[src/rtl/ins_memory_banked.sv]
// Banked, run-time loadable instruction store; fetch latency 1 cycle (registered ins_val).
// Load port stalls on load_valid=0, deasserts load_ready outside LOAD; fetch is refused while its bank loads.
module ins_memory_banked #(
  parameter int                   WORD_SIZE  = 8,
  parameter int                   INDEX_SIZE = 4,
  parameter int                   BANK_BITS  = 2,
  parameter logic [WORD_SIZE-1:0] FILL_WORD  = '0
) (
  input  logic                  clk,
  input  logic                  rst_n,
  input  logic [INDEX_SIZE-1:0] prog_count,
  input  logic                  rd_en,
  output logic [WORD_SIZE-1:0]  ins_val,
  output logic                  ins_valid,
  input  logic [BANK_BITS-1:0]  bank_sel,
  input  logic                  bank_sel_we,
  output logic [BANK_BITS-1:0]  active_bank,
  input  logic                  load_start,
  input  logic [BANK_BITS-1:0]  load_bank,
  input  logic [WORD_SIZE-1:0]  load_data,
  input  logic                  load_valid,
  input  logic                  load_last,
  output logic                  load_ready,
  output logic                  load_busy,
  output logic                  load_done
);

  localparam int NUM_INS   = 2 ** INDEX_SIZE;
  localparam int NUM_BANKS = 2 ** BANK_BITS;
  localparam logic [INDEX_SIZE-1:0] LAST_PTR = '1;

  typedef enum logic [1:0] {
    IDLE = 2'd0,
    LOAD = 2'd1,
    FILL = 2'd2,
    DONE = 2'd3
  } state_t;

  state_t                  state_q, state_d;
  logic [INDEX_SIZE-1:0]   wr_ptr_q, wr_ptr_d;
  logic [BANK_BITS-1:0]    tgt_bank_q, tgt_bank_d;
  logic [BANK_BITS-1:0]    active_bank_q;
  logic [WORD_SIZE-1:0]    ins_val_q;
  logic                    ins_valid_q;

  logic                    mem_we;
  logic [WORD_SIZE-1:0]    mem_wdata;
  logic                    fetch_conflict;

  // Not reset: program contents survive a reset, including a partially loaded bank.
  logic [WORD_SIZE-1:0]    mem_q [NUM_BANKS][NUM_INS];

  always_comb begin
    state_d    = state_q;
    wr_ptr_d   = wr_ptr_q;
    tgt_bank_d = tgt_bank_q;
    mem_we     = 1'b0;
    mem_wdata  = load_data;
    case (state_q)
      IDLE: begin
        if (load_start) begin
          state_d    = LOAD;
          tgt_bank_d = load_bank;
          wr_ptr_d   = '0;
        end
      end
      LOAD: begin
        if (load_valid) begin
          mem_we = 1'b1;
          if (wr_ptr_q == LAST_PTR) begin
            state_d = DONE;
          end else begin
            wr_ptr_d = wr_ptr_q + 1'b1;
            if (load_last) state_d = FILL;
          end
        end
      end
      FILL: begin
        mem_we    = 1'b1;
        mem_wdata = FILL_WORD;
        if (wr_ptr_q == LAST_PTR) state_d = DONE;
        else                      wr_ptr_d = wr_ptr_q + 1'b1;
      end
      DONE:    state_d = IDLE;
      default: state_d = IDLE;
    endcase
  end

  always_ff @(posedge clk or negedge rst_n) begin
    if (!rst_n) begin
      state_q    <= IDLE;
      wr_ptr_q   <= '0;
      tgt_bank_q <= '0;
    end else begin
      state_q    <= state_d;
      wr_ptr_q   <= wr_ptr_d;
      tgt_bank_q <= tgt_bank_d;
    end
  end

  always_ff @(posedge clk) begin
    if (mem_we) mem_q[tgt_bank_q][wr_ptr_q] <= mem_wdata;
  end

  // The bank being rewritten cannot be fetched, so read/write of one address never collides.
  assign fetch_conflict = ((state_q == LOAD) || (state_q == FILL)) &&
                          (tgt_bank_q == active_bank_q);

  always_ff @(posedge clk or negedge rst_n) begin
    if (!rst_n) begin
      ins_val_q     <= '0;
      ins_valid_q   <= 1'b0;
      active_bank_q <= '0;
    end else begin
      if (rd_en && !fetch_conflict) begin
        ins_val_q   <= mem_q[active_bank_q][prog_count];
        ins_valid_q <= 1'b1;
      end else begin
        ins_valid_q <= 1'b0;
      end
      if (bank_sel_we) active_bank_q <= bank_sel;
    end
  end

  assign ins_val     = ins_val_q;
  assign ins_valid   = ins_valid_q;
  assign active_bank = active_bank_q;
  assign load_ready  = (state_q == LOAD);
  assign load_busy   = (state_q == LOAD) || (state_q == FILL);
  assign load_done   = (state_q == DONE);

endmodule

[config.mk]
export PLATFORM = sky130hd
export DESIGN_NAME = ins_memory_banked
export DESIGN_NICKNAME = d
export VERILOG_FILES = /design/src/rtl/ins_memory_banked.sv
export SDC_FILE = /design/constraint.sdc
export NUM_CORES = 1
export LEC_CHECK = 0
export CELL_PAD_IN_SITES_DETAIL_PLACEMENT = 0
export CELL_PAD_IN_SITES_GLOBAL_PLACEMENT = 1
export CORE_UTILIZATION = 29
export DETAILED_ROUTE_END_ITERATION = 10
export GPL_TIMING_DRIVEN = 1
export PLACE_DENSITY = 0.57
export SYNTH_ARGS = -nofsm -noshare
export SYNTH_HDL_FRONTEND = slang
export SYNTH_SLANG_ARGS = --single-unit
[constraint.sdc]
create_clock -name clk -period 4.1 [get_ports clk]
set_input_delay 0.82 -clock clk [delete_from_list [all_inputs] [get_ports clk]]
set_output_delay 0.82 -clock clk [all_outputs]
set_load 0.02 [all_outputs]
==> results of run 1 <==
## power groups by stage
| stage | Clock [mW] | Sequential (mW) | Combinational (mW) |
|---|---|---|---|
| 6_report | 4.93 | 6.65 | 2.00 |
| 5_1_grt | 5.26 | 6.66 | 2.17 |
| 3_5_place_dp | 0 | 6.76 | 2.03 |
| 2_1_floorplan | 0 | 6.73 | 1.10 |
| 4_1_cts | 5.04 | 6.64 | 2.03 |
| 3_3_place_gp | 0 | 6.75 | 1.99 |
## cell usage after synthesis (all sizes together) (10+ instances only)
| library cell | number |
|---|---|
| edfxtp | 512 |
| mux2 | 124 |
| nor2 | 84 |
| o22ai | 56 |
| mux4 | 50 |
| nor2b | 47 |
| buf | 46 |
| a211oi | 36 |
| o21ai | 28 |
| clkbuf | 23 |
| nor4 | 22 |
| dfrtp | 19 |
| nand2 | 18 |
| nor3 | 18 |
| mux2i | 17 |
| nand3 | 16 |
| inv | 12 |
| ha | 11 |
| nand4 | 10 |
## worst paths after layout
path / startpoint / end / slack, ns / cells after the start
setup / recovery: active_bank[0] / active_bank[0] / 0.91 / 2
min in group clk: ins_val[2] / ins_val[2] / 0.59 / 2
max in group asynchronous: rst_n / ins_val[6] / 3.23 / 2
hold reg to reg: ins_val[2] / ins_val[2] / 0.59 / 2
hold / removal: rst_n / state_q[0] / 0.58 / 2
setup reg to reg: state_q[1] / mem_q[2][44] / 1.22 / 7
## sequential cells by signal, summed over array words and instances (netlist names)
name	count
mem_q	512
state_q	2
active_bank	2
ins_valid	1
tgt_bank_q	2
wr_ptr_q	4
ins_val	8
## worst register-to-register path, cell delays in order (launching register included)
cell     delay, ns
dfrtp_1       0.44
inv_1         0.13
ha_1          0.42
inv_1         0.16
nor2_1        0.14
buf_4         0.22
nand3_1       0.24
nor2_1        0.74
## logic make-up after synthesis
logic type               Yosys count  share of synthesized area (%)
buffers and inverters             81                           2.42
adder cells (fa/ha/maj)           11                          0.644
AO/OA/AOI/OAI                    152                           4.70
AND/OR/NAND/NOR                  227                           5.34
flip-flops                       531                           74.1
multiplexers                     191                           12.6
XOR/XNOR                           2                          0.117
## layer usage
layer,up-vias,wire (microns)
li1,4943,-
met1,5890,26000
met2,247,25300
met3,53,2300
met4,0,719
met5,-,0
## placed cells by master, fill, tap and decap left out, types with 20 or more instances in the layout
cell,netlist,final
nor2b_1,47,39
buf_4,10,55
mux2_2,116,116
edfxtp_1,512,512
clkbuf_16,0,57
nor4_1,20,20
nor2_1,84,84
o22ai_1,55,55
mux4_2,50,50
a211oi_1,36,36
o21ai_0,28,28
clkdlybuf4s50_1,0,34
## cell type report
type	instances	area, sq um
clock inverters	28	251
fillers	6880	48100
flip-flops and latches	531	15900
multi-input cells	583	5070
clock buffers	74	1510
well taps	959	1200
inverters	12	45.0
repair buffers	98	913
## stage by stage
step                      std cells  hold WS (ns)
after floorplan                1195         0.524
after detailed placement       2183         0.568
after CTS                      2285         0.555
after global routing           2285         0.568
after global placement         2183         0.560
final                          2285         0.581
==> key figures, run 1 <==
Run status
  • Status: completed

Finish
  • Nets@finish: about 1300
  • Share of cells above drive strength 1: 24.2%
  • Synth-to-Final Area Change: 16.2%
  • Finished Cell Area: 24800 sq um
  • Utilization after layout: 34.1%
  • Ant. Diodes: 0

Setup path
  • Worst setup EP type: output port
  • Slowest CP cell: dfrtp_4
  • CP cell instances: buf_12, clkdlybuf4s50_1
  • Crit path max fanout: 29
  • Worst setup SP type: register
  • Top Family by Delay on Critical Path: buffers and inverters
  • Data required, critical path: 3.28 ns
  • Data arrival time of the worst path: 2.37 ns
  • Crit path kind: reg2out
  • WP buf/inv: 2
  • Max stage delay on crit path: ~0.77 ns

Global routing
  • Pin count of the biggest net entering global routing: ~110
  • Met2 GRT Util: ~23%
  • GRT Overall Usage: 14.7%
  • M3 GR Usage: 2.55%
  • GRT busiest layer: met2
  • First-pass GRT wire length: 80.4 mm
  • Met1 Usage GRT: 21.2%
  • Antenna violations before repair: 0
  • Remaining global-route overflow: 0
  • Vias in the first global route: between 10000 and 15000

Power and ir drop
  • Power share of the combinational group: 14.7%
  • Power density cells: 546 nW/um^2
  • Net Sw Power: 3.62 mW
  • Maximum VDD drop: 0.000393 V
  • Power share of the clock group: 36.3%
  • Internal: 9.95 mW
  • Flop pwr share: 49.0%
  • Sw frac: 26.7%
  • Leakage: 7.88 nW
  • Tot Pwr: 13.6 mW

Floorplan
  • Die width: between 200 and 300 microns
  • Die ar.: 74800 sq um
  • Row Count: approximately 100
  • Starting Density: 29.3%
  • I/O Pins: 37
  • Area of the core: 73000 sq um
  • Die H: 274 microns

Detailed routing
  • Starting DRT DRC Count: 943
  • Vias: 11100
  • DRT antenna net count: 0
  • DR vias/cell: around 4.9
  • Wire per inst: 23.8 microns
  • DR pass1 iterations: 5
  • Final wirelength: 54.3 mm
  • # DRC: 0

Placement
  • Port Buffers: 36
  • Gp weighted congestion: 0.823
  • HPWL after DPL: roughly 34 mm
  • Placement Setup Slack: 0.945 ns
  • Post-DP Area: 23100 sq um

Clocking
  • CTS Hold Bufs: 0
  • Max Root-Sink Buffers: 3
  • Num CTS Buffers: 56
  • CTS tree: done
  • Resize count post-CTS: 0
  • Post-CTS setup buffer count: 0
  • Clock-pin slew on the worst setup and hold paths: 0.06 ns
  • Root Driver: clkbuf_16
  • CTS H-tree lvls: 2
  • Clk_lat worst skew: roughly 0.61 ns
  • Sink Count: 531

Synthesis
  • Syn Area/Cell: 17.9 sq um
  • Syn Std Cell Area: 21400 sq um
  • Post-synth top area share: 71.9%
  • Count of cell types in the netlist: 46
  • Net Count, Synth: approximately 1200
  • Asr flop ratio synth: 3.58%
  • EDFF count, synth: 512
  • Post-synthesis sequential area ratio: about three quarters
  • Post-synth top flop: edfxtp_1
  • Synthesized flop and latch total: 531
  • Top cells by area, synth: edfxtp_1, mux2_2, mux4_2
  • Post-synth top area cell: edfxtp_1
  • Syn. warnings: 0
  • Synth Instances: 1195

Timing
  • TNS Setup: 0 ns
  • Setup violations, final: 0
  • Slew HR: between 15 and 20%
  • Final Hold Vio Count: 0
  • Unrepaired setup endpoints after global routing: false
  • Worst-Margin Slew: 1.24 ns
  • Final min period: around 3.2 ns
  • Fmax: between 300 and 400 MHz
  • PnR worst setup slack: 0.906 ns
  • Period utilization: 77.9%
  • Clock Skew: roughly 0.017 ns
  • Max-slew violations: 0

Min path
  • Worst hold path type: in2async

Flow run
  • Max Cap Viol: 0
Power figures use the tool's default switching activity.
==> run 2, diff against run 1 <==
--- a/config.mk
+++ b/config.mk
@@ -10,7 +10,7 @@
 export CORE_UTILIZATION = 29
 export DETAILED_ROUTE_END_ITERATION = 10
 export GPL_TIMING_DRIVEN = 1
-export PLACE_DENSITY = 0.57
+export PLACE_DENSITY = 0.58
 export SYNTH_ARGS = -nofsm -noshare
 export SYNTH_HDL_FRONTEND = slang
 export SYNTH_SLANG_ARGS = --single-unit
==> constraint.sdc (replaced) <==
create_clock -name clk -period 2.85 [get_ports clk]
set_input_delay 0.57 -clock clk [delete_from_list [all_inputs] [get_ports clk]]
set_output_delay 0.57 -clock clk [all_outputs]
set_load 0.02 [all_outputs]
==> run 2 against run 1 <==
Net effect:
- worst setup slack worse by 0.86 ns
- sequential cell count stayed put
- cell count is 2.8% higher
- largest cell class unchanged
- clock power is 50% higher
- critical path type unchanged
- power is 47% higher
- via count is 0.77% higher
- critical path depth is 1 lower
- utilization is 0.93 points higher
- die area stayed put
- combinational power is 49% higher
==> key figures, run 2 (synthesized netlist as in run 1, its figures left out) <==
Power and ir drop
  • Power density cells: 780 nW/um^2
  • Power share of the combinational group: 14.9%
  • Flop pwr share: about 48%
  • Internal: 14.6 mW
  • Sw frac: 26.7%
  • Net Sw Power: 5.32 mW
  • Leakage: between 8 and 9 nW
  • Maximum VDD drop: 0.000507 V
  • Power share of the clock group: 37.1%

Setup path
  • Slowest CP cell: dfrtp_1
  • Data required, critical path: 2.28 ns
  • WP buf/inv: 1
  • CP cell instances: clkdlybuf4s50_1
  • Top Family by Delay on Critical Path: flip-flops
  • Worst setup EP type: output port
  • Crit path kind: reg2out
  • Crit path max fanout: 13
  • Data arrival time of the worst path: 2.23 ns
  • Worst setup SP type: register
  • Max stage delay on crit path: 0.87 ns

Floorplan
  • Die width: around 270 microns
  • I/O Pins: 37
  • Starting Density: 29.3%
  • Row Count: 99
  • Area of the core: approximately 73000 sq um
  • Die H: approximately 270 microns
  • Die ar.: 74800 sq um

Timing
  • Max-slew violations: 0
  • Final min period: around 2.8 ns
  • Worst-Margin Slew: 1.00 ns
  • Setup violations, final: 0
  • Fmax: 357 MHz
  • Hold Slack: ~0.32 ns
  • Slew HR: 32.5%
  • Final Hold Vio Count: 0
  • TNS Setup: 0 ns
  • Unrepaired setup endpoints after global routing: false
  • Period utilization: a little over nine tenths
  • Clock Skew: 0.0123 ns

Global routing
  • Met1 Usage GRT: 20.7%
  • First-pass GRT wire length: between 70 and 80 mm
  • Met2 GRT Util: between 20 and 25%
  • Antenna violations before repair: 2
  • Pin count of the biggest net entering global routing: 65
  • GRT Overall Usage: 14.2%
  • Remaining global-route overflow: 0
  • GRT busiest layer: met2
  • M3 GR Usage: 2.29%
  • Vias in the first global route: 11600

Run status
  • Status: completed

Detailed routing
  • # DRC: 0
  • DR vias/cell: 4.78
  • Final wirelength: about 53 mm
  • Vias: 11200
  • Starting DRT DRC Count: around 1100
  • DR pass1 iterations: 5
  • Wire per inst: 22.5 microns
  • DRT antenna net count: 0

Clocking
  • Max Root-Sink Buffers: 3
  • Clock-pin slew on the worst setup and hold paths: roughly 0.06 ns
  • CTS tree: done
  • Root Driver: clkbuf_16
  • Num CTS Buffers: 57
  • Sink Count: about 530
  • CTS Hold Bufs: 0
  • Clk_lat worst skew: 0.62 ns
  • CTS H-tree lvls: 2

Finish
  • FILL cells: 6848
  • Biggest register: mem_q
  • Max FFs per register: 512
  • Nets@finish: ~1400
  • Commonest non-fill, non-tap cell in the layout: edfxtp_1
  • Utilization after layout: 35.0%
  • Most frequent cells in the layout: edfxtp_1, mux2_2, buf_4, nor2_1, clkbuf_16
  • Synth-to-Final Area Change: 19.4%
  • Share of cells above drive strength 1: ~28%

Flow run
  • Max Cap Viol: 0

Placement
  • Gp weighted congestion: around 0.8
  • Port Buffers: 36
  • HPWL after DPL: around 33 mm

Min path
  • Worst hold path type: in2async
run 2: cell count changes in the layout (fill, tap and decap cells not counted), sizes merged:
cell           previous run  this run
buf                      64       121
clkbuf                   74        67
clkinv                   22        28
clkinvlp                  1         4
bufinv                    5         7
clkdlybuf4s50            34        33
diode                     0         1
dlygate4sd2               0         1
inv                      12        13
run 2: power by group through the flow:
| stage | logic, mW | clock network [mW] | registers (mW) |
|---|---|---|---|
| floorplan | 1.59 | 0 | 9.68 |
| global placement | 3.01 | 0 | 9.69 |
| detailed placement | 3.05 | 0 | 9.70 |
| CTS | 3.05 | 7.56 | 9.53 |
| global route | 3.24 | 7.82 | 9.57 |
| finish | 2.97 | 7.39 | 9.54 |
run 2: layout make-up:
| type | count | area [sq um] | share of cell area (%) |
|---|---|---|---|
| antenna | 1 | 2.50 | 0.00980 |
| clock inverter | 40 | 405 | 1.59 |
| tap | 959 | 1200 | 4.70 |
| clock buffer | 67 | 1480 | 5.81 |
| timing repair buffer | 155 | 1470 | 5.74 |
| inverter | 12 | 45.0 | 0.176 |
| multi-input combinational | 583 | 5070 | 19.9 |
| sequential | 531 | 15900 | 62.1 |
run 2: final timing paths:
kind,startpoint,end,slack [ns],depth (start not counted)
worst min-delay path,rst_n,tgt_bank_q[0],0.32,2
worst max-delay path,active_bank[1],active_bank[1],0.05,1
max in group asynchronous,rst_n,active_bank[0],2.23,2
min in group clk,bank_sel[1],active_bank[1],0.57,2
worst max register to register,active_bank[1],ins_val[7],0.13,4
worst min register to register,ins_val[6],ins_val[6],0.59,2
run 2: per-layer routing:
| metal | vias to the layer above | wire length, microns |
|---|---|---|
| li1 | 5076 | - |
| met1 | 5795 | 25100 |
| met2 | 267 | 23900 |
| met3 | 77 | 2560 |
| met4 | 4 | 1210 |
| met5 | - | 23 |
run 2: metrics by stage:
stage | worst slack, ns | power [mW] | cells | area [sq um]
after floorplan | -0.0463 | 11.3 | 1195 | 21400
final | 0.0506 | 19.9 | 2348 | 25500
after global routing | 0.0386 | 20.6 | 2347 | 25500
after detailed placement | -0.126 | 12.8 | 2240 | 23600
after global placement | -0.162 | 12.7 | 2240 | 23600
after CTS | 0.0465 | 20.1 | 2347 | 25500
run 2: repair_timing:
item / in CTS / in global routing
resized for setup: 1 / 0
endpoints found under the setup margin: 1 / 0
setup buffers: 0 / 0
==> run 3, diff against run 2 <==
==> constraint.sdc (replaced) <==
create_clock -name clk -period 2.45 [get_ports clk]
set_input_delay 0.49 -clock clk [delete_from_list [all_inputs] [get_ports clk]]
set_output_delay 0.49 -clock clk [all_outputs]
set_load 0.02 [all_outputs]
==> run 3 against run 2 <==
Net effect:
- global-route usage grew 0.11 points
- sequential share of layout area fell by 1.5 points
- power is 18% higher
- worst setup slack improved by 0.039 ns
- combinational power is 30% higher
- first-iteration DRC count is 44% lower
- via count is 0.33% higher
- critical path depth is 6 higher
- die area is the same
- sequential cell count stayed put
- utilization is 0.87 points higher
- critical path type is now reg2reg
- critical endpoint is now ins_val[4]
==> key figures, run 3 (synthesized netlist as in run 1, its figures left out) <==
Detailed routing
  • Starting DRT DRC Count: 604
  • # DRC: 0
  • DR vias/cell: between 4 and 5
  • DRT antenna net count: 0
  • Wire per inst: approximately 23 microns
  • Final wirelength: 53.5 mm
  • DR pass1 iterations: 5
  • Vias: 11300

Global routing
  • Antenna violations before repair: 1
  • First-pass GRT wire length: approximately 80 mm
  • GRT Overall Usage: between 10% and 20%
  • Vias in the first global route: 11700
  • Remaining global-route overflow: 0
  • Pin count of the biggest net entering global routing: 65

Setup path
  • Critical R2R Capture: ins_val[4]
  • RR Startpoint: active_bank[0]
  • Crit path max fanout: 26
  • Worst setup path end: ins_val[4]
  • Top Family by Delay on Critical Path: simple AND/OR/NAND/NOR gates
  • Crit path kind: reg2reg
  • Data required, critical path: about 3.0 ns
  • CP cell instances: buf_12, nand2_4, buf_12, a211oi_1, nor4_1, nor4_1, o211ai_1
  • Worst setup SP type: register
  • Crit. Startpoint: active_bank[0]
  • Slowest CP cell: dfrtp_4
  • CP Depth: 7
  • WP buf/inv: 2
  • Max stage delay on crit path: 0.57 ns
  • R2R depth: 7
  • Worst setup EP type: register
  • Data arrival time of the worst path: 2.86 ns
  • Reg2Reg Setup Slack: 0.09 ns

Clocking
  • CTS Hold Bufs: 0
  • Max Root-Sink Buffers: 3
  • CTS tree: done
  • Clk_lat worst skew: approximately 0.6 ns
  • Num CTS Buffers: 55
  • CTS H-tree lvls: 2
  • Clock-pin slew on the worst setup and hold paths: 0.06 ns
  • Root Driver: clkbuf_16
  • Sink Count: 531
  • Post-CTS setup buffer count: 0

Power and ir drop
  • Sw frac: a little over a quarter
  • Tot Pwr: 23.6 mW
  • Power density cells: 901 nW/um^2
  • Maximum VDD drop: ~0.00061 V
  • Leakage: between 8 and 9 nW
  • Net Sw Power: 6.25 mW
  • Flop pwr share: 46.9%
  • Power share of the combinational group: 16.4%
  • Power share of the clock group: 36.7%
  • Internal: 17.3 mW

Timing
  • Period utilization: a little over nine tenths
  • Worst-Margin Slew: 0.770 ns
  • Hold Slack: roughly 0.25 ns
  • Final min period: 2.36 ns
  • Max-slew violations: 0
  • Final Hold Vio Count: 0
  • Setup violations, final: 0
  • Clock Skew: ~0.023 ns
  • Slew HR: 48.6%
  • PnR worst setup slack: 0.0899 ns
  • TNS Setup: 0 ns
  • Fmax: 424 MHz
  • Unrepaired setup endpoints after global routing: false

Floorplan
  • Die ar.: roughly 75000 sq um
  • Die H: 274 microns
  • Die width: 274 microns
  • Row Count: 99
  • Starting Density: 29.3%
  • Area of the core: 73000 sq um
  • I/O Pins: 37

Min path
  • Worst hold path type: in2async

Placement
  • HPWL after DPL: about 34 mm
  • Gp weighted congestion: 0.819
  • Placement Setup Slack: -0.205 ns
  • Port Buffers: 36

Finish
  • FILL cells: about 6800
  • Ant. Diodes: 0
  • Share of cells above drive strength 1: about a third
  • Commonest non-fill, non-tap cell in the layout: edfxtp_1
  • Max FFs per register: about 510
  • Synth-to-Final Area Change: 22.4%
  • Biggest register: mem_q
  • Nets@finish: approximately 1400
  • Most frequent cells in the layout: edfxtp_1, mux2_2, buf_4, clkbuf_16, o22ai_1

Flow run
  • Max Cap Viol: 0

Run status
  • Status: completed
## run 3: repair_timing
item,CTS,global route
pin swaps,0,2
setup endpoints to repair,7,3
gates resized for setup,9,4
## run 3: worst min path at each step
stage	start	slack, ns	cells past startpoint	endpoint
final	rst_n	0.25	2	state_q[0]
after global routing	rst_n	0.27	2	state_q[0]
after CTS	rst_n	0.23	2	tgt_bank_q[0]
after detailed placement	ins_val[3]	0.56	2	ins_val[3]
after global placement	wr_ptr_q[1]	0.56	1	wr_ptr_q[1]
after floorplan	rst_n	0.19	0	active_bank[0]
## run 3: layout make-up
| class | instances | area [sq um] | area share, % |
|---|---|---|---|
| clock buffers | 70 | 1530 | 5.83 |
| multi-input cells | 583 | 5220 | 19.9 |
| flip-flops and latches | 531 | 15900 | 60.6 |
| repair buffers | 180 | 1970 | 7.53 |
| inverters | 12 | 45.0 | 0.172 |
| clock inverters | 29 | 353 | 1.35 |
| well taps | 959 | 1200 | 4.59 |
## run 3: power groups by stage
stage / combinational [mW] / sequential (mW) / clock [mW]
floorplan: 1.94 / 11.3 / 0
global placement: 3.90 / 11.2 / 0
detailed placement: 3.96 / 11.2 / 0
CTS: 3.95 / 11.1 / 8.83
global route: 4.14 / 11.1 / 9.15
finish: 3.87 / 11.1 / 8.64
## run 3: routing by layer
layer | up-vias | wire [microns] | share of wire, % | track usage (%)
met5 | - | 0 | 0 | 0
met4 | 0 | 1040 | 2.0 | 3.70
li1 | 5112 | - | - | -
met1 | 5840 | 23800 | 44 | 19.0
met2 | 232 | 26200 | 49 | 24.0
met3 | 72 | 2500 | 4.7 | 2.77
## run 3: stage by stage
stage	utilization, %	area [sq um]	std cells
after global placement	33.3	24300	2265
after floorplan	-	21500	1195
after detailed placement	33.3	24300	2265
final	35.9	26200	2364
after global routing	35.9	26200	2364
after CTS	35.8	26100	2364
